## src/rtl/mem_arb_pkg.sv

```systemverilog
`default_nettype none
// ============================================================================
// Module      : mem_arb_pkg
// Description : Shared types and constants for the banked-memory port
//               arbiter (requester ids, arbiter states, burst length).
// Revision    : 1.0 - initial release
// ============================================================================
package mem_arb_pkg;

    // Requester identity; also the entry type of the outstanding-read FIFO
    typedef enum logic [0:0] {
        REQ_I = 1'b0,
        REQ_D = 1'b1
    } req_id_t;

    // Command-channel arbiter states
    typedef enum logic [0:0] {
        ARB_IDLE   = 1'b0,
        ARB_WBURST = 1'b1
    } arb_state_t;

    // 64-bit beats per 256-bit line
    localparam int BURST_BEATS = 4;

    // The requester that is not r
    function automatic req_id_t other_req(input req_id_t r);
        return (r == REQ_I) ? REQ_D : REQ_I;
    endfunction

endpackage
`default_nettype wire

```

## src/rtl/mem_arb_order_fifo.sv

```systemverilog
`default_nettype none
// ============================================================================
// Module      : mem_arb_order_fifo
// Description : Synchronous FIFO of requester ids recording the issue order
//               of read commands, so returned beats can be steered to their
//               owner. DEPTH must be a power of two.
// Revision    : 1.0 - initial release
// ============================================================================
module mem_arb_order_fifo
    import mem_arb_pkg::*;
#(
    parameter int DEPTH = 4
) (
    input  logic    clk,
    input  logic    rst,
    input  logic    push,
    input  req_id_t push_id,
    input  logic    pop,
    output logic    full,
    output logic    empty,
    output req_id_t head
);

    localparam int                 c_PTR_W = $clog2(DEPTH);
    localparam logic [c_PTR_W:0]   c_FULL  = (c_PTR_W + 1)'(DEPTH);

    req_id_t              r_mem [DEPTH];
    logic [c_PTR_W-1:0]   r_wr_ptr;
    logic [c_PTR_W-1:0]   r_rd_ptr;
    logic [c_PTR_W:0]     r_count;
    logic                 w_do_push;
    logic                 w_do_pop;

    // Pushes into a full FIFO and pops from an empty one are ignored
    assign w_do_push = push & ~full;
    assign w_do_pop  = pop & ~empty;
    assign full      = (r_count == c_FULL);
    assign empty     = (r_count == '0);
    assign head      = r_mem[r_rd_ptr];

    // Storage, pointers and occupancy; pointers wrap naturally at DEPTH
    always_ff @(posedge clk) begin
        if (rst) begin
            r_wr_ptr <= '0;
            r_rd_ptr <= '0;
            r_count  <= '0;
            for (int k = 0; k < DEPTH; k++) begin
                r_mem[k] <= REQ_I;
            end
        end else begin
            if (w_do_push) begin
                r_mem[r_wr_ptr] <= push_id;
                r_wr_ptr        <= r_wr_ptr + c_PTR_W'(1);
            end
            if (w_do_pop) begin
                r_rd_ptr <= r_rd_ptr + c_PTR_W'(1);
            end
            case ({w_do_push, w_do_pop})
                2'b10:   r_count <= r_count + (c_PTR_W + 1)'(1);
                2'b01:   r_count <= r_count - (c_PTR_W + 1)'(1);
                default: r_count <= r_count;
            endcase
        end
    end

endmodule
`default_nettype wire

```

## src/rtl/mem_port_arbiter.sv

```systemverilog
`default_nettype none
// ============================================================================
// Module      : mem_port_arbiter
// Description : Shares the banked-memory port between the I-cache and
//               D-cache adapters. Round-robin grant of one-beat read commands
//               and locked four-beat write bursts; read returns are steered
//               to their owner in issue order. Zero added latency.
//               Optional: MEM_ARB_PERF_EN adds saturating grant/conflict
//               counters (perf_i_grants, perf_d_grants, perf_conflicts).
// Revision    : 1.0 - initial release
// ============================================================================
module mem_port_arbiter
    import mem_arb_pkg::*;
#(
    parameter int OUTSTANDING_DEPTH = 4
) (
    input  logic        clk,
    input  logic        rst,
    // I-cache adapter
    input  logic [31:0] i_addr,
    input  logic        i_read,
    input  logic        i_write,
    input  logic [63:0] i_wdata,
    output logic        i_ready,
    output logic [63:0] i_rdata,
    output logic [31:0] i_raddr,
    output logic        i_rvalid,
    // D-cache adapter
    input  logic [31:0] d_addr,
    input  logic        d_read,
    input  logic        d_write,
    input  logic [63:0] d_wdata,
    output logic        d_ready,
    output logic [63:0] d_rdata,
    output logic [31:0] d_raddr,
    output logic        d_rvalid,
    // Memory port
    output logic [31:0] bmem_addr,
    output logic        bmem_read,
    output logic        bmem_write,
    output logic [63:0] bmem_wdata,
    input  logic        bmem_ready,
    input  logic [63:0] bmem_rdata,
    input  logic [31:0] bmem_raddr,
    input  logic        bmem_rvalid
`ifdef MEM_ARB_PERF_EN
    ,
    output logic [31:0] perf_i_grants,
    output logic [31:0] perf_d_grants,
    output logic [31:0] perf_conflicts
`endif
);

    localparam int                  c_BEAT_W     = $clog2(BURST_BEATS);
    localparam logic [c_BEAT_W-1:0] c_LAST_BEAT  = c_BEAT_W'(BURST_BEATS - 1);
    localparam logic [0:0]          c_ARB_IDLE   = 1'(ARB_IDLE);
    localparam logic [0:0]          c_ARB_WBURST = 1'(ARB_WBURST);

    logic [0:0]          r_state;
    req_id_t             r_rr_ptr;
    req_id_t             r_owner;
    logic [31:0]         r_wr_addr;
    logic [c_BEAT_W-1:0] r_wbeat;
    logic [c_BEAT_W-1:0] r_rbeat;

    logic    w_fifo_full;
    logic    w_fifo_empty;
    req_id_t w_fifo_head;
    logic    w_pop;
    logic    w_ret_valid;

    logic    w_i_cmd_rd, w_i_cmd_wr, w_i_elig;
    logic    w_d_cmd_rd, w_d_cmd_wr, w_d_elig;
    req_id_t w_winner;
    logic    w_have_winner;
    logic    w_accept_rd;
    logic    w_accept_wr;
    logic    w_beat_acc;

    // A requester with a write is always eligible; a read only while the
    // order FIFO has room (a same-cycle pop does not make room)
    assign w_i_cmd_wr = i_write;
    assign w_i_cmd_rd = i_read & ~i_write & ~w_fifo_full;
    assign w_i_elig   = w_i_cmd_wr | w_i_cmd_rd;
    assign w_d_cmd_wr = d_write;
    assign w_d_cmd_rd = d_read & ~d_write & ~w_fifo_full;
    assign w_d_elig   = w_d_cmd_wr | w_d_cmd_rd;
    assign w_have_winner = w_i_elig | w_d_elig;

    // Idle-state winner selection: rr_ptr breaks ties
    always_comb begin
        w_winner = REQ_I;
        if (w_i_elig && w_d_elig) begin
            w_winner = r_rr_ptr;
        end else if (w_d_elig) begin
            w_winner = REQ_D;
        end
    end

    // Command-channel muxing towards the memory port and ready back-pressure
    always_comb begin
        bmem_addr   = '0;
        bmem_wdata  = '0;
        bmem_read   = 1'b0;
        bmem_write  = 1'b0;
        i_ready     = 1'b0;
        d_ready     = 1'b0;
        w_accept_rd = 1'b0;
        w_accept_wr = 1'b0;
        w_beat_acc  = 1'b0;
        if (r_state == c_ARB_IDLE) begin
            if (w_have_winner) begin
                if (w_winner == REQ_I) begin
                    bmem_addr  = i_addr;
                    bmem_wdata = i_wdata;
                    bmem_read  = w_i_cmd_rd;
                    bmem_write = w_i_cmd_wr;
                    i_ready    = bmem_ready;
                end else begin
                    bmem_addr  = d_addr;
                    bmem_wdata = d_wdata;
                    bmem_read  = w_d_cmd_rd;
                    bmem_write = w_d_cmd_wr;
                    d_ready    = bmem_ready;
                end
                w_accept_rd = bmem_ready & bmem_read;
                w_accept_wr = bmem_ready & bmem_write;
            end
        end else begin
            // Burst in progress: owner locked, address held from beat 0
            bmem_addr = r_wr_addr;
            if (r_owner == REQ_I) begin
                bmem_wdata = i_wdata;
                bmem_write = i_write;
                i_ready    = bmem_ready;
            end else begin
                bmem_wdata = d_wdata;
                bmem_write = d_write;
                d_ready    = bmem_ready;
            end
            w_beat_acc = bmem_ready & bmem_write;
        end
    end

    // Arbiter FSM: round-robin pointer, burst ownership and beat counting
    always_ff @(posedge clk) begin
        if (rst) begin
            r_state   <= c_ARB_IDLE;
            r_rr_ptr  <= REQ_D;
            r_owner   <= REQ_I;
            r_wr_addr <= '0;
            r_wbeat   <= '0;
        end else begin
            case (r_state)
                c_ARB_IDLE: begin
                    if (w_accept_rd || w_accept_wr) begin
                        r_rr_ptr <= other_req(w_winner);
                    end
                    if (w_accept_wr) begin
                        r_owner   <= w_winner;
                        r_wr_addr <= bmem_addr;
                        r_wbeat   <= c_BEAT_W'(1);
                        r_state   <= c_ARB_WBURST;
                    end
                end
                c_ARB_WBURST: begin
                    if (w_beat_acc) begin
                        if (r_wbeat == c_LAST_BEAT) begin
                            r_wbeat  <= '0;
                            r_state  <= c_ARB_IDLE;
                            r_rr_ptr <= other_req(r_owner);
                        end else begin
                            r_wbeat <= r_wbeat + c_BEAT_W'(1);
                        end
                    end
                end
                default: r_state <= c_ARB_IDLE;
            endcase
        end
    end

    // Outstanding-read order tracking
    mem_arb_order_fifo #(
        .DEPTH (OUTSTANDING_DEPTH)
    ) u_order_fifo (
        .clk     (clk),
        .rst     (rst),
        .push    (w_accept_rd),
        .push_id (w_winner),
        .pop     (w_pop),
        .full    (w_fifo_full),
        .empty   (w_fifo_empty),
        .head    (w_fifo_head)
    );

    // Return path: beats go to the FIFO-head owner; beats with nothing
    // outstanding are dropped
    assign w_ret_valid = bmem_rvalid & ~w_fifo_empty;
    assign w_pop       = w_ret_valid & (r_rbeat == c_LAST_BEAT);
    assign i_rvalid    = w_ret_valid & (w_fifo_head == REQ_I);
    assign d_rvalid    = w_ret_valid & (w_fifo_head == REQ_D);
    assign i_rdata     = bmem_rdata;
    assign d_rdata     = bmem_rdata;
    assign i_raddr     = bmem_raddr;
    assign d_raddr     = bmem_raddr;

    // Return beat counter; wraps to 0 on the last beat of a line
    always_ff @(posedge clk) begin
        if (rst) begin
            r_rbeat <= '0;
        end else if (w_ret_valid) begin
            r_rbeat <= r_rbeat + c_BEAT_W'(1);
        end
    end

    a_no_orphan_beat: assert property (@(posedge clk) disable iff (rst)
        !(bmem_rvalid && w_fifo_empty));

`ifdef MEM_ARB_PERF_EN
    logic [31:0] r_perf_i_grants;
    logic [31:0] r_perf_d_grants;
    logic [31:0] r_perf_conflicts;
    logic        w_grant;
    logic        w_conflict;

    assign w_grant    = w_accept_rd | w_accept_wr;
    assign w_conflict = (r_state == c_ARB_IDLE) & (i_read | i_write) & (d_read | d_write);

    // Saturating grant and conflict counters
    always_ff @(posedge clk) begin
        if (rst) begin
            r_perf_i_grants  <= '0;
            r_perf_d_grants  <= '0;
            r_perf_conflicts <= '0;
        end else begin
            if (w_grant && (w_winner == REQ_I) && (r_perf_i_grants != '1)) begin
                r_perf_i_grants <= r_perf_i_grants + 32'd1;
            end
            if (w_grant && (w_winner == REQ_D) && (r_perf_d_grants != '1)) begin
                r_perf_d_grants <= r_perf_d_grants + 32'd1;
            end
            if (w_conflict && (r_perf_conflicts != '1)) begin
                r_perf_conflicts <= r_perf_conflicts + 32'd1;
            end
        end
    end

    assign perf_i_grants  = r_perf_i_grants;
    assign perf_d_grants  = r_perf_d_grants;
    assign perf_conflicts = r_perf_conflicts;
`endif

endmodule
`default_nettype wire

```

## config.mk

```make
export PLATFORM = sky130hd
export DESIGN_NAME = mem_port_arbiter
export DESIGN_NICKNAME = d
export VERILOG_FILES = /design/src/rtl/mem_arb_pkg.sv /design/src/rtl/mem_arb_order_fifo.sv /design/src/rtl/mem_port_arbiter.sv
export SDC_FILE = /design/constraint.sdc
export NUM_CORES = 1
export LEC_CHECK = 0
export ABC_AREA = 0
export BUFFER_PORTS_ARGS = -buffer_cell sky130_fd_sc_hd__buf_4
export CORE_AREA = 2 2 229 231
export DETAILED_ROUTE_END_ITERATION = 7
export DIE_AREA = 0 0 231 233
export PLACE_DENSITY_LB_ADDON = 0.25
export SLEW_MARGIN = 20
export SYNTH_ARGS = -nofsm -noshare
export SYNTH_HDL_FRONTEND = slang
export SYNTH_SLANG_ARGS = --single-unit
```

## constraint.sdc

```tcl
create_clock -name clk -period 6.7 [get_ports clk]
set_input_delay 0 -clock clk [delete_from_list [all_inputs] [get_ports clk]]
set_output_delay 0 -clock clk [all_outputs]
set_load 0.005 [all_outputs]
```

==> run metrics, run 1 <==
RSZ-0062 raised after global routing no; flops & latches, synth 52; met1 usage 9.966%; Switching Power 0.3968 mW; CP endpoint kind primary output; die width 231 um; kind of critical path reg -> out; die height 233 um; Final Hold Vio Count 0; crit-path max FO 65; Post-synth EDFFs 4; most frequent cells in the layout buf_4 (305), nand2_1 (71), a22o_1 (64); fillers 5963; crit-path cells or3b_1 -> a21oi_2 -> o221a_2 -> nand2b_2 -> buf_4 -> a22o_1 -> buf_4; Synth Warn # 0; post-route cell area 6685 um2; clock root buffer clkbuf_16; final setup TNS 0 ns; Setup-failing EPs final 0; port buffer count 301; core area 51090 um2; worst relative slew slack 35.70%; Pint 0.8143 mW; nets 987; top_reg_cell synth dfxtp_1; Clock Skew 0.009877 ns; effective utilization at floorplan 9.222%; DR iter-0 viols 139; Worst-Margin Slew 0.9645 ns; cts repair resizes 0; area of the multi-input gates 1979 um2; power share of the clock group 25.5%; hold buffers post-CTS 28; r2r setup slk 3.72 ns; CP Launch Type flop; met2 usage in global routing 16.94%; asr flop ratio synth 0%; Reg area 1082 um2; Area growth syn-to-layout 41.87%; Hold Path Class in -> out; met3 GRT Util 3.517%; Critical Path RT 6.70 ns; DP HPWL 23190 um; gpl congestion 0.6870; clk_lat worst skew 0.31 ns; Period minus WS final 3.394 ns; GRT overflow 0; Comb pwr share 45.3%; antenna-violating nets left 0; post-CTS setup buffers 0; Detailed Routing Iterations Pass 1 4; initial antenna violation count 11; Flop pwr share 29.1%; Rows 83; layout cell share with drive strength beyond 1 47.38%; outcome complete, no violations; commonest non-fill, non-tap cell in the layout buf_4; # DRC 0; Die ar. 53820 um2; routed vias 4422; Crit path largest cell delay 0.74 ns; Most Used Layer, Global Route met2; crit share post-route 50.66%; syn_nets 875; CTS tree yes; Longest Clk Path Bufs 2; DP Area 6232 um2; LEAKAGE 2.901 nW; Routed WL 27040 um; Synth cell types 46; TritonCTS Buffers 5; max-cap viol count 0; total power 1.211 mW; fmax 0.2946 GHz; most used cell along the critical path buf_4; via/cell ratio 3.228; WHS 0.000003026 ns; CP arrival 3.39 ns; power per cell area 181.2 nW/um2; pin count of the biggest net entering global routing 66; H-tree depth 2; clk slew on worst S/H paths 0.08 ns; clock sink total 52; Avg Inst Size Synth 8.195 um2; register area share after synthesis 22.94%; first-pass GRT wire length 34420 um; mapped cell area 4712 um2; Crit-path slowest cell o221a_2; IO Count 590; GRT Resource Usage Total 9.297%; Mapped Cells 575; drt wl/cell 19.74 um; Net Sw Frac 32.77%; vias in the first global route 4243; Pins Over Slew Limit 0; Max VDD drop 0.00006483 V
worst max-delay path: cells and delay by family, from the launching register on:
| kind | cells | cell delay, ns |
|---|---|---|
| simple gates | 2 | 0.67 |
| flops | 1 | 0.38 |
| compound gates | 3 | 1.28 |
| buf+inv | 2 | 0.69 |
sequential cells by signal, summed over array words and instances, names as in the netlist, named ones only:
signal and flops:
r_wr_addr 32, u_order_fifo.r_mem 4, u_order_fifo.r_count 3, r_rbeat 2, r_wbeat 2, u_order_fifo.r_rd_ptr 2
u_order_fifo.r_wr_ptr 2, r_owner 1, r_rr_ptr 1, r_state 1
logic make-up after synthesis:
logic type / after synthesis / share of synthesized area, %
AOI/OAI and AO/OA: 155 / 26.74
xor gates and xnor gates: 6 / 1.115
adders and majority gates: 4 / 1.222
buffers and inverters: 236 / 35.42
DFF: 52 / 22.94
muxes: 4 / 1.115
and+or+nand+nor: 118 / 11.44
final cells by class:
type                            count  share of cell area [%]
Timing Repair Buffer              333                   38.44
Clock inverter                      3                  0.6363
Multi-Input combinational cell    287                   29.61
Inverter                            8                  0.4492
Tap cell                          680                   12.73
Sequential cell                    52                   16.19
Clock buffer                        5                   1.872
Antenna cell                        2                 0.07486
worst paths after layout:
check	startpoint	endpoint	cells after the start
worst min-delay path	bmem_rdata[61]	d_rdata[61]	0
worst min register to register	r_wr_addr[19]$_SDFFE_PP0P_	r_wr_addr[19]$_SDFFE_PP0P_	1
worst max register to register	r_state$_SDFF_PP0_	u_order_fifo.r_count[2]$_SDFFE_PP0P_	8
worst max-delay path	u_order_fifo.r_count[0]$_SDFFE_PP0P_	bmem_wdata[34]	7
Yosys cell counts, types with 4 or more instances:
cell       number  area [um2]
buf_4         198        1486
nand2_1        71       266.5
a22o_1         64       560.5
dfxtp_1        48       960.9
a22oi_1        32       240.2
o2bb2ai_1      32       280.3
nor2_1         20       75.07
buf_2          14       70.07
clkbuf_1       13       48.80
inv_1           8       30.03
a21oi_1         7       35.03
o21ai_0         6       30.03
and2_1          4       25.02
edfxtp_1        4       120.1
nand2b_1        4       25.02
routing by layer:
| layer | share of wire, % | up-vias |
|---|---|---|
| li1 | - | 2051 |
| met1 | 37 | 1944 |
| met2 | 51 | 367 |
| met3 | 9.6 | 58 |
| met4 | 2.3 | 2 |
| met5 | 0.037 | - |
metrics by stage:
step	setup WS (ns)	instances	util, %
5_1_grt	3.048	1368	13.07
3_5_place_dp	3.487	1332	12.20
2_1_floorplan	4.251	575	-
3_3_place_gp	3.590	1332	12.20
6_report	3.306	1370	13.08
4_1_cts	3.127	1368	13.07
power groups by stage:
stage	clock (mW)	sequential (mW)	combinational [mW]
floorplan	0	0.349	0.326
global route	0.337	0.357	0.600
finish	0.309	0.353	0.549
detailed placement	0	0.360	0.541
global placement	0	0.360	0.541
CTS	0.323	0.353	0.562
Power figures use the tool's default switching activity.
==> inputs of run 2 (changes only) <==
Settings changed: ABC_AREA 0 to 1, CORE_AREA 2 2 229 231 to 2 2 232 234, DIE_AREA 0 0 231 233 to 0 0 234 236.
Clock period 6.7 ns to 3.45 ns, I/O delays scaled along.
==> run 2 against run 1 <==
Effect of this change:
- utilization up 1.2 points
- total power up 110%
- sequential share of layout area down 1.9 points
- via count up 22%
- clock power up 76%
- clock-buffer cell count unchanged
- sequential cell count unchanged
- global-route usage down 1.6 points
- synthesized cell count up 50%
- largest cell class is now multi-input combinational cells
- hold slack about the same
- cell area up 13%
- critical path type unchanged
==> run metrics, run 2 <==
Critical Path RT 3.45 ns; commonest non-fill, non-tap cell in the layout buf_4; worst relative slew slack 34.30%; crit-path max FO 36; layout cell share with drive strength beyond 1 42.56%; flops & latches, synth 52; via/cell ratio 3.295; top_reg_cell synth dfxtp_1; gpl congestion 0.7219; mapped cell area 5933 um2; Clock Skew 0.005720 ns; total power 2.574 mW; Routed WL 22880 um; cts repair resizes 0; Worst-Margin Slew 0.9818 ns; Crit path max-delay family compound AO/OA/AOI/OAI gates; die width 234 um; DP Area 7422 um2; GRT Resource Usage Total 7.678%; post-synth top area share 24.67%; Rows 85; Die ar. 55220 um2; reg2reg start r_state$_SDFF_PP0_; effective utilization at floorplan 11.18%; most frequent cells in the layout buf_4 (309), inv_1 (182), nand2_1 (96); clock root buffer clkbuf_16; Setup-failing EPs final 0; r2r endpoint u_order_fifo.r_count[2]$_SDFFE_PP0P_; CTS tree yes; kind of critical path reg -> out; largest cells by area after synthesis buf_4 (25%), dfxtp_1 (16%), inv_1 (12%); Final Util 14.28%; CP endpoint kind primary output; cell count of the worst hold path 0; Synth Warn # 0; Worst Setup SP r_state$_SDFF_PP0_; Avg Inst Size Synth 6.875 um2; DR iter-0 viols 154; max reg flops 32; Pins Over Slew Limit 0; core area 53070 um2; WP buf/inv 3; routed vias 5413; final setup TNS 0 ns; most common cell in the netlist buf_4; max-cap viol count 0; Max VDD drop 0.0001962 V; port buffer count 301; Hold Path Class in -> out; Largest Register r_wr_addr; Post-synth top cells buf_4 (195), inv_1 (182), nand2_1 (96); crit-path cells clkinv_2 -> o21ai_4 -> buf_12 -> o22ai_1 -> buf_4; nets 1246; IO Count 590; Longest Clk Path Bufs 2; power per cell area 339.7 nW/um2; fmax 0.3356 GHz; first-pass GRT wire length 31530 um; antenna-violating nets left 0; clk slew on worst S/H paths 0.08 ns; LEAKAGE 3.896 nW; RSZ-0062 raised after global routing no; Post-synth EDFFs 4; DP HPWL 18360 um; drt wl/cell 13.92 um; Period minus WS final 2.979 ns; Crit path largest cell delay 0.92 ns; pin count of the biggest net entering global routing 65; initial antenna violation count 4; r2r worst-path depth 9; Synth cell types 33; die height 236 um; clock sink total 52; TritonCTS Buffers 5; GRT overflow 0; post-route cell area 7579 um2; CP arrival 2.98 ns; placed cell count 1634; r2r setup slk 0.80 ns; Layout Cells excl Fill 1643; Crit-path slowest cell o21ai_4; Worst Setup EP bmem_wdata[1]; Largest regs r_wr_addr: 32 flops, u_order_fifo.r_mem: 4 flops, u_order_fifo.r_count: 3 flops; Area growth syn-to-layout 27.73%; register area share after synthesis 18.22%; Detailed Routing Iterations Pass 1 4; Mapped Cells 863; area leader, netlist buf_4; # DRC 0; syn_nets 1163; asr flop ratio synth 0%; CP Launch Type flop; Final Hold Vio Count 0; outcome complete, no violations; n_diodes 0; clk_lat worst skew 0.31 ns; vias in the first global route 5108; H-tree depth 2; Crit path depth 5; crit share post-route 86.36%
## run 2: changes by cell type after synthesis, moves of 13 or more
cell	change
a22o_1	-64
a22oi_1	-32
buf_6	+13
inv_1	+174
nand2_1	+25
nand3_1	+71
nor2_1	+60
o211ai_2	+28
o22ai_1	+23
o22ai_2	+40
o2bb2ai_1	-32
## run 2: repair_timing
action                    4_1_cts  5_1_grt
hold endpoints to repair        2        0
hold buffers                    1        0
buffers inserted                0        0
## run 2: logic make-up after synthesis
group                      after synthesis  synth area share, %
and+or+nand+nor                        260                19.02
AOI/OAI and AO/OA                      126                20.39
DFF                                     52                18.22
buffers and inverters                  421                41.40
adders and majority gates                4               0.9701
## run 2: area by class of cell
class                   instances  area, um2
clock inverters                 3      21.27
inverters                     185      698.2
well taps                     696      870.8
repair buffers                312       2370
fillers                      6146      45490
multi-input cells             390       2412
flip-flops and latches         52       1081
clock buffers                   5      125.1
## run 2: through the flow
stage | hold WS, ns | worst slack (ns)
detailed placement | 0.00005067 | 0.6616
CTS | 0.00005067 | 0.3532
global route | 0.00001280 | 0.2268
global placement | 0.00005067 | 0.7185
finish | 0.000002989 | 0.4706
floorplan | 0.06907 | 1.311
## run 2: worst reg2reg max path: stages (launching register included)
cell	delay, ns
dfxtp_1	0.57
clkinv_2	0.51
nand4_4	0.32
ha_1	0.18
inv_1	0.07
fa_1	0.39
a21oi_1	0.16
o21ai_0	0.12
o21ai_0	0.16
a21oi_1	0.06
## run 2: worst min path at each step
stage                        start                   end  slack, ns
floorplan                      rst  r_owner$_SDFFE_PP0P_       0.07
global placement    bmem_raddr[20]           d_raddr[20]    0.00005
detailed placement  bmem_raddr[20]           d_raddr[20]    0.00005
CTS                 bmem_raddr[20]           d_raddr[20]    0.00005
global route        bmem_rdata[32]           d_rdata[32]    0.00001
finish              bmem_rdata[15]           d_rdata[15]   0.000003
## run 2: power by group
group          total [mW]  switching [mW]  internal (mW)
registers           0.689          0.0243          0.664
logic                1.34           0.676          0.666
clock network       0.544           0.272          0.272
total                2.57           0.972           1.60
## run 2: per-layer routing
layer  track usage (%)  wire length [um]
met3             3.518              2740
met2             13.04             10630
met4             2.417               555
met5                 0                18
met1             8.444              8932
